### config.mk
export PLATFORM = sky130hd
export DESIGN_NAME = grf_flat
export DESIGN_NICKNAME = d
export VERILOG_FILES = /design/src/rtl/grf_pkg.sv /design/src/rtl/grf_if.sv /design/src/rtl/grf_read_port.sv /design/src/rtl/grf.sv /design/src/flat_wrapper.sv
export SDC_FILE = /design/constraint.sdc
export NUM_CORES = 2
export LEC_CHECK = 0
export BUFFER_PORTS_ARGS = -buffer_cell sky130_fd_sc_hd__buf_2
export CAP_MARGIN = 20
export CELL_PAD_IN_SITES_DETAIL_PLACEMENT = 0
export CELL_PAD_IN_SITES_GLOBAL_PLACEMENT = 1
export CORE_MARGIN = 2
export CORE_UTILIZATION = 55
export CTS_CLUSTER_DIAMETER = 60
export CTS_CLUSTER_SIZE = 25
export DETAILED_ROUTE_END_ITERATION = 8
export GPL_TIMING_DRIVEN = 0
export PLACE_DENSITY_LB_ADDON = 0.1
export SLEW_MARGIN = 20
export SYNTH_ARGS = -nofsm -noshare
export SYNTH_HDL_FRONTEND = slang
export SYNTH_SLANG_ARGS = --single-unit
### constraint.sdc
create_clock -name clk -period 4.89 [get_ports clk]
set_clock_uncertainty 0.05 [all_clocks]
set_input_delay 0.978 -clock clk [delete_from_list [all_inputs] [get_ports clk]]
set_output_delay 0.978 -clock clk [all_outputs]
set_load 0.02 [all_outputs]
### src/rtl/grf_pkg.sv
// rtl/grf_pkg.sv - shared MIPS register-file constants and register names
// Purpose: default widths for the general register file and the
//          architectural register indices used by decode and writeback.
// Ports:   none (package)
package grf_pkg;

  localparam int GRF_DW   = 32;
  localparam int GRF_AW   = 5;
  localparam int GRF_NREG = 1 << GRF_AW;

  // Architectural register names
  localparam logic [4:0] REG_ZERO = 5'd0;
  localparam logic [4:0] REG_AT   = 5'd1;
  localparam logic [4:0] REG_V0   = 5'd2;
  localparam logic [4:0] REG_V1   = 5'd3;
  localparam logic [4:0] REG_A0   = 5'd4;
  localparam logic [4:0] REG_T0   = 5'd8;
  localparam logic [4:0] REG_S0   = 5'd16;
  localparam logic [4:0] REG_GP   = 5'd28;
  localparam logic [4:0] REG_SP   = 5'd29;
  localparam logic [4:0] REG_FP   = 5'd30;
  localparam logic [4:0] REG_RA   = 5'd31;  // jal writeback target

endpackage

### src/rtl/grf_if.sv
// rtl/grf_if.sv - register file access bundle: two read ports, one write port, debug trace
// Purpose: groups the datapath-facing signals of grf.
// Signals: ra1/ra2 -> rd1/rd2 (combinational reads), we/wa/wd/pc (write),
//          dbg_wr/dbg_pc/dbg_wa/dbg_wd (registered write trace).
// Modports: master = datapath/writeback side, slave = grf.
interface grf_if
  import grf_pkg::*;
#(
  parameter int DW = GRF_DW,
  parameter int AW = GRF_AW
);

  logic [AW-1:0] ra1;
  logic [AW-1:0] ra2;
  logic [DW-1:0] rd1;
  logic [DW-1:0] rd2;
  logic          we;
  logic [AW-1:0] wa;
  logic [DW-1:0] wd;
  logic [31:0]   pc;
  logic          dbg_wr;
  logic [31:0]   dbg_pc;
  logic [AW-1:0] dbg_wa;
  logic [DW-1:0] dbg_wd;

  modport master (
    output ra1, ra2, we, wa, wd, pc,
    input  rd1, rd2, dbg_wr, dbg_pc, dbg_wa, dbg_wd
  );

  modport slave (
    input  ra1, ra2, we, wa, wd, pc,
    output rd1, rd2, dbg_wr, dbg_pc, dbg_wa, dbg_wd
  );

endinterface

### src/rtl/grf_read_port.sv
// rtl/grf_read_port.sv - one combinational read port of the register file
// Purpose: selects zero for index 0, the in-flight write data when bypass
//          is enabled and the indices match, otherwise the stored entry.
// Ports: ra (read index), mem_view (all entries, entry 0 reads as zero),
//        we/wa/wd (current write), rd (read data).
module grf_read_port
  import grf_pkg::*;
#(
  parameter int DW     = GRF_DW,
  parameter int AW     = GRF_AW,
  parameter bit BYPASS = 1'b1
) (
  input  logic [AW-1:0]                 ra,
  input  logic [(1<<AW)-1:0][DW-1:0]    mem_view,
  input  logic                          we,
  input  logic [AW-1:0]                 wa,
  input  logic [DW-1:0]                 wd,
  output logic [DW-1:0]                 rd
);

  always_comb begin
    rd = '0;
    if (ra == AW'(REG_ZERO)) begin
      rd = '0;
    end else if (BYPASS && we && (wa == ra)) begin
      rd = wd;
    end else begin
      rd = mem_view[ra];
    end
  end

endmodule

### src/rtl/grf.sv
// rtl/grf.sv - 32 x 32-bit MIPS general register file with write bypass and debug trace
// Purpose: two combinational read ports (rs/rt), one synchronous write
//          port from writeback, register 0 hardwired to zero.
// Ports: clk     - system clock, rising edge
//        reset_n - asynchronous active-low reset (clears entries and trace)
//        bus     - grf_if.slave: ra1/ra2/rd1/rd2, we/wa/wd/pc, dbg_*
module grf
  import grf_pkg::*;
#(
  parameter int DW     = GRF_DW,
  parameter int AW     = GRF_AW,
  parameter bit BYPASS = 1'b1
) (
  input  logic  clk,
  input  logic  reset_n,
  grf_if.slave  bus
);

  localparam int NREG = 1 << AW;

  // Entry 0 is never stored; it is supplied as a constant in mem_view.
  logic [DW-1:0]             mem [1:NREG-1];
  logic [NREG-1:0][DW-1:0]   mem_view;
  logic                      wr_commit;

  assign wr_commit = bus.we && (bus.wa != AW'(REG_ZERO));

  always_ff @(posedge clk or negedge reset_n) begin
    if (!reset_n) begin
      for (int i = 1; i < NREG; i++) begin
        mem[i] <= '0;
      end
    end else if (wr_commit) begin
      mem[bus.wa] <= bus.wd;
    end
  end

  always_comb begin
    mem_view[0] = '0;
    for (int i = 1; i < NREG; i++) begin
      mem_view[i] = mem[i];
    end
  end

  grf_read_port #(.DW(DW), .AW(AW), .BYPASS(BYPASS)) u_port_a (
    .ra       (bus.ra1),
    .mem_view (mem_view),
    .we       (bus.we),
    .wa       (bus.wa),
    .wd       (bus.wd),
    .rd       (bus.rd1)
  );

  grf_read_port #(.DW(DW), .AW(AW), .BYPASS(BYPASS)) u_port_b (
    .ra       (bus.ra2),
    .mem_view (mem_view),
    .we       (bus.we),
    .wa       (bus.wa),
    .wd       (bus.wd),
    .rd       (bus.rd2)
  );

  // Write trace: strobe every edge, payload only captured on a real commit
  always_ff @(posedge clk or negedge reset_n) begin
    if (!reset_n) begin
      bus.dbg_wr <= 1'b0;
      bus.dbg_pc <= '0;
      bus.dbg_wa <= '0;
      bus.dbg_wd <= '0;
    end else begin
      bus.dbg_wr <= wr_commit;
      if (wr_commit) begin
        bus.dbg_pc <= bus.pc;
        bus.dbg_wa <= bus.wa;
        bus.dbg_wd <= bus.wd;
      end
    end
  end

endmodule

### src/flat_wrapper.sv
// flat-port wrapper written by rule: the top's interface ports become plain ports
module grf_flat import grf_pkg::*;
#(
  parameter int DW     = GRF_DW,
  parameter int AW     = GRF_AW,
  parameter bit BYPASS = 1'b1
)
  (clk, reset_n, bus_ra1, bus_ra2, bus_we, bus_wa, bus_wd, bus_pc, bus_rd1, bus_rd2, bus_dbg_wr, bus_dbg_pc, bus_dbg_wa, bus_dbg_wd);
  grf_if #(.DW(DW), .AW(AW)) bus_i ();
  input  logic clk;
  input  logic reset_n;
  input wire logic [$bits(bus_i.ra1)-1:0] bus_ra1;
  input wire logic [$bits(bus_i.ra2)-1:0] bus_ra2;
  input wire logic [$bits(bus_i.we)-1:0] bus_we;
  input wire logic [$bits(bus_i.wa)-1:0] bus_wa;
  input wire logic [$bits(bus_i.wd)-1:0] bus_wd;
  input wire logic [$bits(bus_i.pc)-1:0] bus_pc;
  output wire logic [$bits(bus_i.rd1)-1:0] bus_rd1;
  output wire logic [$bits(bus_i.rd2)-1:0] bus_rd2;
  output wire logic [$bits(bus_i.dbg_wr)-1:0] bus_dbg_wr;
  output wire logic [$bits(bus_i.dbg_pc)-1:0] bus_dbg_pc;
  output wire logic [$bits(bus_i.dbg_wa)-1:0] bus_dbg_wa;
  output wire logic [$bits(bus_i.dbg_wd)-1:0] bus_dbg_wd;
  assign bus_i.ra1 = bus_ra1;
  assign bus_i.ra2 = bus_ra2;
  assign bus_i.we = bus_we;
  assign bus_i.wa = bus_wa;
  assign bus_i.wd = bus_wd;
  assign bus_i.pc = bus_pc;
  assign bus_rd1 = bus_i.rd1;
  assign bus_rd2 = bus_i.rd2;
  assign bus_dbg_wr = bus_i.dbg_wr;
  assign bus_dbg_pc = bus_i.dbg_pc;
  assign bus_dbg_wa = bus_i.dbg_wa;
  assign bus_dbg_wd = bus_i.dbg_wd;
  grf #(.DW(DW), .AW(AW), .BYPASS(BYPASS)) u_core (.clk(clk), .reset_n(reset_n), .bus(bus_i));
endmodule
==> out/metrics.csv <==
stage,metric,value,unit
yosys,Synth cell types,41,
drt,vias per cell,7.106,
run,Max Cap Viol,0,
sta,Fmax,198.5,MHz
drt,DRT Pass-1 Iters,6,
yosys,Synth Warn #,0,
yosys,Post-synth EDFFs,0,
clock_network,CTS tree,done,
cells_and_area,Layout area overhead,11.88,%
grt,global route total overflow,0,
placement,port bufs,210,
sta,max_slew headroom,15.76,%
setup_path,endpoint class of the critical path,output pin,
floorplanning,row count,116,
floorplanning,die span in x,322.7,um
placement,GP Congestion,1.006,
power_and_ir_drop,pwr/cell area,409.9,nW/um^2
outcome,failing checks,negative setup slack,
cells_and_area,"commonest non-fill, non-tap cell in the layout",mux2_2,
yosys,asr flop ratio synth,100.0,%
clock_network,Root Driver,clkbuf_16,
sta,Fin Hold WS,0.1596,ns
yosys,Post-Syn Area,55880,sq um
power_and_ir_drop,Pleak,0.02721,uW
yosys,ys flop type,dfrtp_1,
yosys,Yosys top cell area share,47.56,%
drt,via count of the routed design,38950,
cells_and_area,most frequent cells in the layout,"mux2_2, dfrtp_1, mux4_2",
sta,final worst setup slack,-0.1470,ns
sta,Final Hold Viols,0,
sta,fin crit period,5.037,ns
clock_network,clk slew on worst S/H paths,0.08,ns
grt,Total GRT Usage,40.50,%
yosys,number of synthesized register bits,1062,
setup_path,R2R depth,1,
floorplanning,die area,104200,sq um
yosys,register area share after synthesis,47.56,%
cells_and_area,layout cells sized above 1,54.72,%
floorplanning,Die Ht,322.7,um
cells_and_area,register area,26580,sq um
yosys,syn_nets,3794,
floorplanning,Boundary Pins,216,
setup_path,Crit Path Class,input port to output pin,
clock_network,CTS Sinks,1062,
sta,Final setup viols,25,
cells_and_area,fin nets,4115,
clock_network,worst skew pair latency,0.71,ns
sta,Slew Limit Fails,0,
clock_network,CTS Buffer Depth,3,
placement,Area after DPL,58890,sq um
cells_and_area,cell area after layout,62520,sq um
clock_network,H-tree depth,3,
yosys,leading area contributor after synthesis,dfrtp_1,
grt,largest net degree at the start of global routing,134,
yosys,dominant cells by area after synthesis,"dfrtp_1, mux2_2, mux4_2",
drt,"wirelength, routed",208300,um
drt,DRC violations left,0,
floorplanning,Core Area,100400,sq um
drt,iteration-0 DRC count of the detailed router,4914,
placement,pre-CTS WS,-0.3342,ns
cells_and_area,multi-input logic area,27330,sq um
grt,initial antenna violation count,14,
clock_network,CTS buffer count,95,
cells_and_area,FILL cells,7845,
power_and_ir_drop,Max VDD drop,0.3394,mV
setup_path,startpoint types,input port,
outcome,status,finished with violations,
floorplanning,Starting Density,55.63,%
sta,setup_tns,-1.568,ns
yosys,mean area per synthesized cell,15.05,sq um
grt,global-route wire length before repair,292500,um
yosys,Gate Count Post-Synth,3712,
min_path,path type of the worst min-delay path,input port to asynchronous set/reset pin,
sta,Tightest Pin Transition,1.264,ns
setup_path,CP max FO,10,
drt,ANT nets after route,0,
grt,vias in the first global route,38990,
setup_path,CP required,3.86,ns
placement,HPWL reported at the end of detailed placement,146900,um
sta,period utilisation layout,103.0,%
drt,routed len/inst,38.01,um
clock_network,CTS Hold Buffers Added,0,
setup_path,critical path arrival,4.01,ns
## synthesized netlist by cell type, types with 2 or more instances
cell type  count
a221oi_1      63
a22oi_1       48
and3_1         2
buf_1         16
buf_2        173
buf_4         31
buf_6         21
clkbuf_1     172
dfrtp_1     1062
mux2_1         2
mux2_2      1118
mux2i_1       79
mux4_2       433
nand2_1       55
nand2b_1       8
nand3_1       22
nand3b_1       3
nand4b_1       4
nor2_1        82
nor2b_1        4
nor3_2         2
nor3b_2        4
nor4_1        64
o2111ai_1     16
o211ai_1      48
o21ai_0       13
o21ai_1        2
o221a_1       35
o221a_2       28
o22ai_1       80
or2_2          4
xnor2_1        2
xor2_1         8
## state kept, by name (all words and copies together), names as in the netlist
name / flops
u_core.mem: 992
u_core.bus.dbg_pc: 32
u_core.bus.dbg_wa: 5
u_core.bus.dbg_wd: 32
u_core.bus.dbg_wr: 1
## metrics by stage
stage	utilization [%]	total power, uW	cells
finish	62.24	25630	5481
global route	62.22	26500	5472
CTS	62.08	25520	5465
detailed placement	58.64	17300	5288
global placement	58.37	17080	5279
floorplan	-	15390	3712
## power by group
group | switching [uW] | leakage (uW) | internal (uW)
Combinational | 2570 | 0.0120 | 3100
Clock | 4150 | 0.00167 | 4170
Sequential | 1200 | 0.0135 | 10400
Total | 7920 | 0.0272 | 17700
## path summary, 6_finish.rpt
| path | start | to | slack [ns] |
|---|---|---|---|
| min in group clk | u_core.bus.dbg_wa[3]$_DFFE_PN0P_ | u_core.bus.dbg_wa[3]$_DFFE_PN0P_ | 0.43 |
| min reg2reg | u_core.bus.dbg_wa[3]$_DFFE_PN0P_ | u_core.bus.dbg_wa[3]$_DFFE_PN0P_ | 0.43 |
| max reg2reg | u_core.mem[711]$_DFFE_PN0P_ | u_core.mem[711]$_DFFE_PN0P_ | 4.03 |
| max in group asynchronous | reset_n | u_core.mem[754]$_DFFE_PN0P_ | 2.56 |
| min | reset_n | u_core.bus.dbg_pc[10]$_DFFE_PN0P_ | 0.16 |
| max | bus_ra2[2] | bus_rd2[23] | -0.15 |
## timing repair
item                       CTS  global route
setup buffers                0             3
cloned                       0             0
gates resized for setup     12            28
pin swaps                    0             1
setup endpoints to repair   60            37
## kinds of logic after synthesis
family,after synthesis,synth area share (%)
DFF,1062,47.56
and+or+nand+nor,260,2.342
buffers and inverters,414,3.659
xor gates and xnor gates,10,0.1568
AOI/OAI and AO/OA,334,4.843
muxes,1632,41.44
## area by class of cell
class | count | share of cell area [%]
antenna | 10 | 0.04003
buffer | 412 | 3.342
clock buffer | 104 | 3.973
clock inverter | 74 | 1.507
inverter | 1 | 0.006004
multi-input combinational | 2236 | 43.71
sequential | 1062 | 42.51
tap | 1357 | 2.716
timing repair buffer | 225 | 2.192
## per-layer routing
layer	up-vias	routed length [um]	track usage, %
li1	15200	-	-
met1	20770	79590	53.45
met2	2315	90960	58.62
met3	656	24020	14.22
met4	14	13670	22.65
met5	-	97	0
## worst max-delay path: stages
cell	delay, ns
buf_2	0.28
buf_2	0.47
nand2b_1	0.35
clkbuf_1	0.57
nor2_1	0.11
nor4_1	0.64
o221a_1	0.38
buf_2	0.19
No activity file was read; power rests on OpenSTA's default activity.
